## config.mk

```make
export PLATFORM = sky130hd
export DESIGN_NAME = fifo_push_arbiter_flat
export DESIGN_NICKNAME = d
export VERILOG_FILES = /design/src/rtl/fifo_arb_pkg.sv /design/src/rtl/fifo_push_arbiter_if.sv /design/src/rtl/fifo_push_arbiter_rr_arbiter.sv /design/src/rtl/fifo_push_arbiter.sv /design/src/flat_wrapper.sv
export SDC_FILE = /design/constraint.sdc
export NUM_CORES = 1
export LEC_CHECK = 0
export ABC_AREA = 1
export CAP_MARGIN = 10
export CORE_MARGIN = 1.5
export CORE_UTILIZATION = 46
export DETAILED_ROUTE_END_ITERATION = 7
export PLACE_DENSITY = 0.87
export SLEW_MARGIN = 25
export SYNTH_ARGS = -nofsm -noshare
export SYNTH_HDL_FRONTEND = slang
export SYNTH_SLANG_ARGS = --single-unit
```

## constraint.sdc

```tcl
create_clock -name clk -period 6.1 [get_ports clk]
set_clock_uncertainty 0.2 [all_clocks]
set_input_delay 0.915 -clock clk [delete_from_list [all_inputs] [get_ports clk]]
set_output_delay 0.915 -clock clk [all_outputs]
set_load 0.05 [all_outputs]
```

## src/rtl/fifo_arb_pkg.sv

```systemverilog
// rtl/fifo_arb_pkg.sv - shared types and width helpers for the FIFO push arbiter
// Purpose: FSM state type, default geometry, and width helpers for count/pointer.
package fifo_arb_pkg;

  typedef enum logic [1:0] {
    IDLE  = 2'd0,
    PUSH  = 2'd1,
    STALL = 2'd2
  } arb_state_t;

  localparam int unsigned DEF_BITS  = 32;
  localparam int unsigned DEF_DEPTH = 16;
  localparam int unsigned DEF_N_REQ = 4;

  // count must represent 0..depth inclusive, hence depth+1 codes
  function automatic int unsigned cnt_w(input int unsigned depth);
    return $clog2(depth + 1);
  endfunction

  // producer pointer; at least one bit even for degenerate sizes
  function automatic int unsigned ptr_w(input int unsigned n);
    return (n < 2) ? 1 : $clog2(n);
  endfunction

  localparam int unsigned CNT_W = cnt_w(DEF_DEPTH);
  localparam int unsigned PTR_W = ptr_w(DEF_N_REQ);

endpackage

```

## src/rtl/fifo_push_arbiter_if.sv

```systemverilog
// rtl/fifo_push_arbiter_if.sv - producer/FIFO/consumer signal bundle for the push arbiter
// Purpose: groups every non-clock signal of the arbiter.
// master: arbiter side (drives ack, fifo_din, fifo_push, fifo_pop, count, err_*).
// slave : environment side (drives req, req_din, fifo_full, fifo_pndng, cons_pop).
interface fifo_push_arbiter_if #(
  parameter int unsigned bits  = 32,
  parameter int unsigned depth = 16,
  parameter int unsigned n_req = 4
) ();
  import fifo_arb_pkg::*;

  localparam int unsigned CW = cnt_w(depth);

  logic [n_req-1:0]           req;
  logic [n_req-1:0][bits-1:0] req_din;
  logic [n_req-1:0]           ack;
  logic [bits-1:0]            fifo_din;
  logic                       fifo_push;
  logic                       fifo_full;
  logic                       fifo_pndng;
  logic                       fifo_pop;
  logic                       cons_pop;
  logic [CW-1:0]              count;
  logic                       err_ovf;
  logic                       err_udf;

  modport master (
    input  req, req_din, fifo_full, fifo_pndng, cons_pop,
    output ack, fifo_din, fifo_push, fifo_pop, count, err_ovf, err_udf
  );

  modport slave (
    output req, req_din, fifo_full, fifo_pndng, cons_pop,
    input  ack, fifo_din, fifo_push, fifo_pop, count, err_ovf, err_udf
  );
endinterface

```

## src/rtl/fifo_push_arbiter_rr_arbiter.sv

```systemverilog
// rtl/fifo_push_arbiter_rr_arbiter.sv - combinational round-robin pick
// Purpose: one-hot grant of the first eligible producer after `last`.
// Ports: eligible (in, n_req), last (in, pointer), grant (out, one-hot), valid (out).
module rr_arbiter
  import fifo_arb_pkg::*;
#(
  parameter int unsigned n_req = 4
) (
  input  logic [n_req-1:0]        eligible,
  input  logic [ptr_w(n_req)-1:0] last,
  output logic [n_req-1:0]        grant,
  output logic                    valid
);

  localparam int unsigned PW = ptr_w(n_req);

  logic          found;
  logic [PW-1:0] idx;

  // Walk last+1 .. last+n_req (mod n_req); the first hit wins.
  always_comb begin
    grant = '0;
    found = 1'b0;
    idx   = '0;
    for (int k = 1; k <= int'(n_req); k++) begin
      idx = PW'((int'(last) + k) % int'(n_req));
      if (!found && eligible[idx]) begin
        grant[idx] = 1'b1;
        found      = 1'b1;
      end
    end
  end

  assign valid = |eligible;

endmodule

```

## src/rtl/fifo_push_arbiter.sv

```systemverilog
// rtl/fifo_push_arbiter.sv - round-robin push arbiter in front of a flop FIFO
// Purpose: shares the FIFO push port among n_req producers, tracks occupancy so
// it never pushes into a full FIFO, gates consumer pops, and latches errors.
// Ports: clk, rst (async active-low), bus (fifo_push_arbiter_if.master).
module fifo_push_arbiter
  import fifo_arb_pkg::*;
#(
  parameter int unsigned bits  = 32,
  parameter int unsigned depth = 16,
  parameter int unsigned n_req = 4
) (
  input  logic              clk,
  input  logic              rst,
  fifo_push_arbiter_if.master bus
);

  localparam int unsigned CW = cnt_w(depth);
  localparam int unsigned PW = ptr_w(n_req);

  arb_state_t       state_q, state_d;
  logic [PW-1:0]    last_q, last_d;
  logic [n_req-1:0] ack_q, ack_d;
  logic             push_q;
  logic [bits-1:0]  din_q, din_d;
  logic [CW-1:0]    count_q, count_d;
  logic             ovf_q, udf_q;

  logic [n_req-1:0] eligible;
  logic [n_req-1:0] grant;
  logic             valid;
  logic             room;
  logic             grant_en;
  logic             pop;
  logic [PW-1:0]    win_idx;

  // The producer being acked this cycle still shows req; mask it so it is not
  // granted a second time for the same word.
  assign eligible = bus.req & ~ack_q;

  rr_arbiter #(.n_req(n_req)) u_rr (
    .eligible (eligible),
    .last     (last_q),
    .grant    (grant),
    .valid    (valid)
  );

  assign pop      = bus.cons_pop & bus.fifo_pndng;
  // Uses the registered count, so a pop at full only frees room next cycle.
  assign room     = (count_q < CW'(depth));
  assign grant_en = valid & room;

  always_comb begin
    win_idx = '0;
    for (int i = 0; i < int'(n_req); i++) begin
      if (grant[i]) win_idx = PW'(i);
    end
  end

  always_comb begin
    state_d = IDLE;
    if (valid) state_d = room ? PUSH : STALL;

    ack_d  = grant_en ? grant : '0;
    last_d = grant_en ? win_idx : last_q;
    din_d  = grant_en ? bus.req_din[win_idx] : din_q;

    count_d = count_q;
    case ({grant_en, pop})
      2'b10:   count_d = count_q + CW'(1);
      2'b01:   count_d = (count_q == '0) ? count_q : count_q - CW'(1);
      default: count_d = count_q;
    endcase
  end

  always_ff @(posedge clk or negedge rst) begin
    if (!rst) begin
      state_q <= IDLE;
      last_q  <= PW'(n_req - 1);
      ack_q   <= '0;
      push_q  <= 1'b0;
      din_q   <= '0;
      count_q <= '0;
      ovf_q   <= 1'b0;
      udf_q   <= 1'b0;
    end else begin
      state_q <= state_d;
      last_q  <= last_d;
      ack_q   <= ack_d;
      push_q  <= grant_en;
      din_q   <= din_d;
      count_q <= count_d;
      ovf_q   <= ovf_q | (push_q & bus.fifo_full);
      udf_q   <= udf_q | (bus.cons_pop & ~bus.fifo_pndng);
    end
  end

  assign bus.ack       = ack_q;
  assign bus.fifo_push = push_q;
  assign bus.fifo_din  = din_q;
  assign bus.fifo_pop  = pop;
  assign bus.count     = count_q;
  assign bus.err_ovf   = ovf_q;
  assign bus.err_udf   = udf_q;

endmodule

```

## src/flat_wrapper.sv

```systemverilog
// flat-port wrapper written by rule: the top's interface ports become plain ports
module fifo_push_arbiter_flat import fifo_arb_pkg::*;
#(
  parameter int unsigned bits  = 32,
  parameter int unsigned depth = 16,
  parameter int unsigned n_req = 4
)
  (clk, rst, bus_req, bus_req_din, bus_fifo_full, bus_fifo_pndng, bus_cons_pop, bus_ack, bus_fifo_din, bus_fifo_push, bus_fifo_pop, bus_count, bus_err_ovf, bus_err_udf);
  fifo_push_arbiter_if #(.bits(bits), .depth(depth), .n_req(n_req)) bus_i ();
  input  logic clk;
  input  logic rst;
  input wire logic [$bits(bus_i.req)-1:0] bus_req;
  input wire logic [$bits(bus_i.req_din)-1:0] bus_req_din;
  input wire logic [$bits(bus_i.fifo_full)-1:0] bus_fifo_full;
  input wire logic [$bits(bus_i.fifo_pndng)-1:0] bus_fifo_pndng;
  input wire logic [$bits(bus_i.cons_pop)-1:0] bus_cons_pop;
  output wire logic [$bits(bus_i.ack)-1:0] bus_ack;
  output wire logic [$bits(bus_i.fifo_din)-1:0] bus_fifo_din;
  output wire logic [$bits(bus_i.fifo_push)-1:0] bus_fifo_push;
  output wire logic [$bits(bus_i.fifo_pop)-1:0] bus_fifo_pop;
  output wire logic [$bits(bus_i.count)-1:0] bus_count;
  output wire logic [$bits(bus_i.err_ovf)-1:0] bus_err_ovf;
  output wire logic [$bits(bus_i.err_udf)-1:0] bus_err_udf;
  assign bus_i.req = bus_req;
  assign bus_i.req_din = bus_req_din;
  assign bus_i.fifo_full = bus_fifo_full;
  assign bus_i.fifo_pndng = bus_fifo_pndng;
  assign bus_i.cons_pop = bus_cons_pop;
  assign bus_ack = bus_i.ack;
  assign bus_fifo_din = bus_i.fifo_din;
  assign bus_fifo_push = bus_i.fifo_push;
  assign bus_fifo_pop = bus_i.fifo_pop;
  assign bus_count = bus_i.count;
  assign bus_err_ovf = bus_i.err_ovf;
  assign bus_err_udf = bus_i.err_udf;
  fifo_push_arbiter #(.bits(bits), .depth(depth), .n_req(n_req)) u_core (.clk(clk), .rst(rst), .bus(bus_i));
endmodule
```

* After elaboration in Yosys (flattened, before gate mapping) *
Index checks and enable logic that the tools add are counted.

storage, ports and cells
  bits in registers = 46
  input bits = 137
  output and inout port bits = 45

cells by class
  add/sub/neg operators = 6
  order comparisons = 10
  eq/ne operators = 3
  mux-type cells = 31
  bitwise gates (word level) = 12
  reduce and logical (&&, ||, !) cells = 14

operator list
  kind                                                                          number
  32-bit binary-select mux with 2-bit select                                    1
  32-bit two-way mux                                                            1
  4-bit two-way mux                                                             5
  2-bit by 3-bit less-than comparator with 1-bit output, second input constant  5
  1-bit two-way mux                                                             12
  4-bit bitwise OR                                                              3
  5-bit case mux with 2 select lines                                            1
  1-bit binary-select mux with 2-bit select                                     4
  1-bit demux with 2-bit select                                                 4
  2-bit by 1-bit >= comparator with 1-bit output, second input constant         4
  1-bit logical AND                                                             7
  5-bit by 1-bit adder with 5-bit output, second input constant                 1
  5-bit logical NOT                                                             1
  5-bit less-than comparator, second input constant                             1
  5-bit two-way mux                                                             1
  5-bit by 1-bit subtractor with 5-bit output, second input constant            1
  2-bit by 1-bit adder with 2-bit output, second input constant                 2
  2-bit adder, second input constant                                            2
  1-bit bitwise AND                                                             4
  4-bit bitwise AND                                                             1
  2-bit two-way mux                                                             2
  4-bit inverter                                                                1
  4-bit OR reduction                                                            1
  1-bit logical NOT                                                             3
  other kinds (7)                                                               8

* Depth between registers and ports, before layout *
  depth in word-level cells = 19
  gate-level depth with buffers = 19

* Modules after synthesis *
A second synthesis with hierarchy kept.

unflattened totals
  cell total of the unflattened synthesis = 472
  area total of the unflattened synthesis = 3283.1 um2

by module, submodules not included
  module             times used  cells each  area each (um2)
  fifo_push_arbiter  1           396         2855.2
  rr_arbiter         1           76          427.9

* Worst setup path before layout *
Ideal clock, no wire load.

  path type = input-to-reg
  from = input port bus_req[2]
  to = register u_core.count_q[4] (netlist: u_core.bus.count[4])
  library setup time = 119 ps
  data arrival time = 2568 ps
  required time = 5781 ps
  slack = 3213 ps
  stages on the path = 11
  path buffers = 0
  cells stage by stage = a22o_1 -> nor2_1 -> nor2_1 -> nor2_1 -> inv_1 -> fa_1 -> o21ai_0 -> a21oi_1 -> mux2i_1 -> xnor2_1 -> inv_1

between the ends
  longest elaborated chain between the ends = 6
  elaborated cells on any way between the ends = 9

RTL lines
  item                                                                                          RTL line                            source
  start: declaration                                                                            flat_wrapper.sv:12                  input wire logic [$bits(bus_i.req)-1:0] bus_req;
  4-bit bitwise AND *                                                                           fifo_push_arbiter.sv:38             assign eligible = bus.req & ~ack_q;
  4-bit OR reduction *                                                                          fifo_push_arbiter_rr_arbiter.sv:34  assign valid = |eligible;
  1-bit bitwise AND *                                                                           fifo_push_arbiter.sv:50             assign grant_en = valid & room;
  2-bit by 1-bit equality test with 1-bit output / 2-bit equality test (equally long branches)  fifo_push_arbiter.sv:68             case ({grant_en, pop})
  2-bit != test (no line) / 2-bit nonzero test (equally long branches)                          --
  2-bit AND reduction (no line)                                                                 --
  end signal: assignment                                                                        fifo_push_arbiter.sv:91             count_q <= count_d;
  end: declaration                                                                              fifo_push_arbiter.sv:25             logic [CW-1:0] count_q, count_d;

Every way passes the cells marked *; elsewhere a longest branch is shown, timed or not.
A chain may end at the register's enable or synchronous reset.

* Worst setup path after layout *
  from = register u_core.last_q[1]
  to = register u_core.din_q[24] (netlist: u_core.bus.fifo_din[24])

between the ends
  longest elaborated chain between the ends = 18
  elaborated cells on any way between the ends = 53

RTL lines
  item                                                                                                            RTL line                            source
  start: declaration                                                                                              fifo_push_arbiter.sv:21             logic [PW-1:0] last_q, last_d;
  start signal: assignment                                                                                        fifo_push_arbiter.sv:78             last_q <= PW'(n_req - 1);
  start signal: assignment                                                                                        fifo_push_arbiter.sv:87             last_q <= last_d;
  parallel branches: the longest is 12 deep, another holds 2-bit by 3-bit less-than comparator with 1-bit output  --
  4-bit two-way mux *                                                                                             fifo_push_arbiter_rr_arbiter.sv:27  if (!found && eligible[idx]) begin
  1-bit two-way mux                                                                                               fifo_push_arbiter.sv:55             if (grant[i]) win_idx = PW'(i);
  2-bit two-way mux                                                                                               fifo_push_arbiter.sv:55
  2-bit two-way mux *                                                                                             fifo_push_arbiter.sv:55
  32-bit binary-select mux with 2-bit select *                                                                    fifo_push_arbiter.sv:65             din_d = grant_en ? bus.req_din[win_idx] : din_q;
  32-bit two-way mux (implied by the code) *                                                                      fifo_push_arbiter.sv:65
  end signal: assignment                                                                                          fifo_push_arbiter.sv:90             din_q <= din_d;
  end: declaration                                                                                                fifo_push_arbiter.sv:24             logic [bits-1:0] din_q, din_d;

Every way passes the cells marked *. The select of a mux whose other input is x is not followed.

==> key figures <==
Routing
  • DRC: 0
  • Detail Route Antenna Nets: 0
  • Final WL: 12400 µm
  • Detailed-route via count: between 4000 and 5000
  • Detailed Route Iter0 Violations: between 150 and 200
  • First drt pass iteration count: 4
  • Wire per inst: between 10 and 15 µm
  • Vias per cell: about 5.0

Floorplan
  • DIE AREA: between 0.009 and 0.01 mm²
  • Die width: around 96 µm
  • FP Rows: 33
  • CORE AREA: roughly 0.0083 mm²
  • Initial Util: approximately 48%
  • Die H: 96.5 µm
  • I/O pin count: 182

Synth
  • Top-count cell post-synth: nand2_1
  • Ys flop type: dfrtp_1
  • Synthesized flop and latch total: between 40 and 50
  • Mapped Cells: around 670
  • Avg Synthesized Cell Area: just over 6 µm²
  • Post-synth top cells: 228 x nand2_1, 114 x inv_1, 110 x nor2_1
  • Top cell type by total area after synthesis: dfrtp_1
  • Synth area leaders: dfrtp_1 27%, nand2_1 21%, inv_1 11%
  • EDFF count, synth: 0
  • Mapped cell area: between 0.004 and 0.005 mm²
  • Seq/Total Area, Yosys: between 20% and 30%
  • Asr flop ratio synth: 100%
  • Yosys top cell area share: 27.4%
  • Library cells used by synthesis: 31
  • Synthesized net count: roughly 810
  • Yosys warns: 0

Global route
  • Largest net degree at the start of global routing: 94
  • First-pass GRT wire length: between 15000 and 20000 µm
  • Initial antenna violation count: 0
  • Overflow after GRT: 0
  • Vias in the first global route: roughly 4200
  • Total GRT Usage: roughly a quarter

Final layout
  • Nets: 971
  • Seq. cell area: ~0.0012 mm²
  • Layout cells sized above 1: between 4 and 5%
  • Synthesis-to-layout area growth: 45.0%
  • Filler Cell Count: around 710
  • Antenna diode count: 0
  • Area of the multi-input gates: approximately 0.0022 mm²
  • Core Util, Final: between 60% and 70%

Clocking
  • # H-tree levels: 2
  • Clock root buffer master: clkbuf_8
  • CTS buffer count: 5
  • Worst-path clk slew: ~0.090 ns
  • CTS max path bufs: 2
  • Post-CTS Setup Inserts: 0
  • # hold bufs at CTS: 0
  • Post_cts resized: 0
  • Worst-Skew Late Latency: approximately 0.30 ns
  • CTS tree: done
  • Clk sinks: 46

STA
  • Final worst slack: roughly 2.1 ns
  • Endpoints failing hold: 0
  • Fin crit share: 64.8%
  • Hold Slack: 0.269 ns
  • FMAX: 0.253 GHz
  • Setup TNS Final: 0 ns
  • Fin. max-slew vios: 0
  • RSZ-0062 raised after global routing: false
  • Setup-failing EPs final: 0
  • Min cycle time layout: between 3 and 4 ns
  • Worst Tran Pin Value: around 0.94 ns
  • Max-slew headroom: 36.9%

Worst setup path
  • Setup CP Type: register to register
  • Critical Path Start Type: register
  • CP arrival: approximately 4.0 ns
  • CP endpoint kind: register
  • Max FO, Critical Path: 60
  • Worst path required time: around 6 ns

Status
  • Status: complete, no violations

Run
  • Max Cap Viol: 0

Placed design
  • Placement Setup Slack: 1.87 ns
  • RePlAce Congestion: between 0.9 and 1
  • PortBufs: around 180
  • Post-DP HPWL: 9050 µm

Min path
  • Hold WC Path Type: register to register
-- flip-flops by register name (all words and copies together) (netlist names) --
signal,count
u_core.bus.err_ovf,1
u_core.bus.count,5
u_core.bus.fifo_din,32
u_core.bus.ack,4
u_core.bus.err_udf,1
u_core.last_q,2
u_core.bus.fifo_push,1
-- worst paths after layout --
path	from	end	slack [ns]	cells past startpoint
max	u_core.last_q[1]	u_core.bus.fifo_din[24]	2.15	15
max reg2reg	u_core.last_q[1]	u_core.bus.fifo_din[24]	2.15	15
min in group asynchronous	rst	u_core.bus.fifo_din[20]	0.41	1
min	u_core.bus.err_ovf	u_core.bus.err_ovf	0.27	1
max in group asynchronous	rst	u_core.bus.fifo_din[13]	4.86	1
min reg2reg	u_core.bus.err_ovf	u_core.bus.err_ovf	0.27	1
-- cells in the final DEF, fill, tap and decap left out, types with 6 or more instances in the layout --
| cell type | Yosys | layout |
|---|---|---|
| clkbuf_8 | 0 | 6 |
| inv_1 | 114 | 114 |
| dfrtp_1 | 44 | 44 |
| nand2_1 | 228 | 228 |
| a21oi_1 | 31 | 31 |
| nand3_1 | 23 | 23 |
| clkdlybuf4s50_1 | 0 | 180 |
| nor2_1 | 110 | 109 |
| o21ai_0 | 7 | 7 |
| ha_1 | 11 | 11 |
| nand4_1 | 29 | 29 |
-- layer usage --
metal	vias up	wire length, µm	global-route usage (%)
met4	0	203	8.09
met5	-	0	0
met1	2107	4950	32.7
met3	15	1090	4.85
li1	2302	-	-
met2	227	6140	47.3
-- area by class of cell --
type / count / share of cell area, %
clock buffer: 7 / 1.48
inverter: 120 / 7.73
timing repair buffer: 182 / 31.2
tap: 105 / 2.26
clock inverter: 1 / 0.0859
sequential: 46 / 19.8
multi-input combinational: 467 / 37.5
-- critical path, stage by stage, from the launching register on --
cell	delay, ns
dfstp_2	0.64
inv_1	0.17
ha_1	0.36
inv_1	0.11
nand3_2	0.10
nand2_4	0.11
inv_2	0.06
nand2_1	0.05
nand2_1	0.07
inv_1	0.06
nand2_1	0.08
nor2_4	0.73
nand2_4	0.59
nor2_1	0.24
nand2_1	0.12
a21oi_1	0.16
-- kinds of logic after synthesis --
logic type	Yosys count	share of synthesized area, %
multiplexers	1	0.249
XOR/XNOR	4	0.872
AO/OA/AOI/OAI	43	5.76
buffers and inverters	152	17.2
AND/OR/NAND/NOR	407	43.3
adder cells (fa/ha/maj)	12	3.92
flip-flops	46	28.7
-- through the flow --
stage / instance area (µm²) / instances
floorplan: 4020 / 665
global placement: 5730 / 920
detailed placement: 5730 / 920
CTS: 5830 / 928
global route: 5830 / 928
finish: 5830 / 928
Power is left out: the tool's default activity adds up to more than one toggle a clock period on the data nets, which glitch-free logic cannot reach.
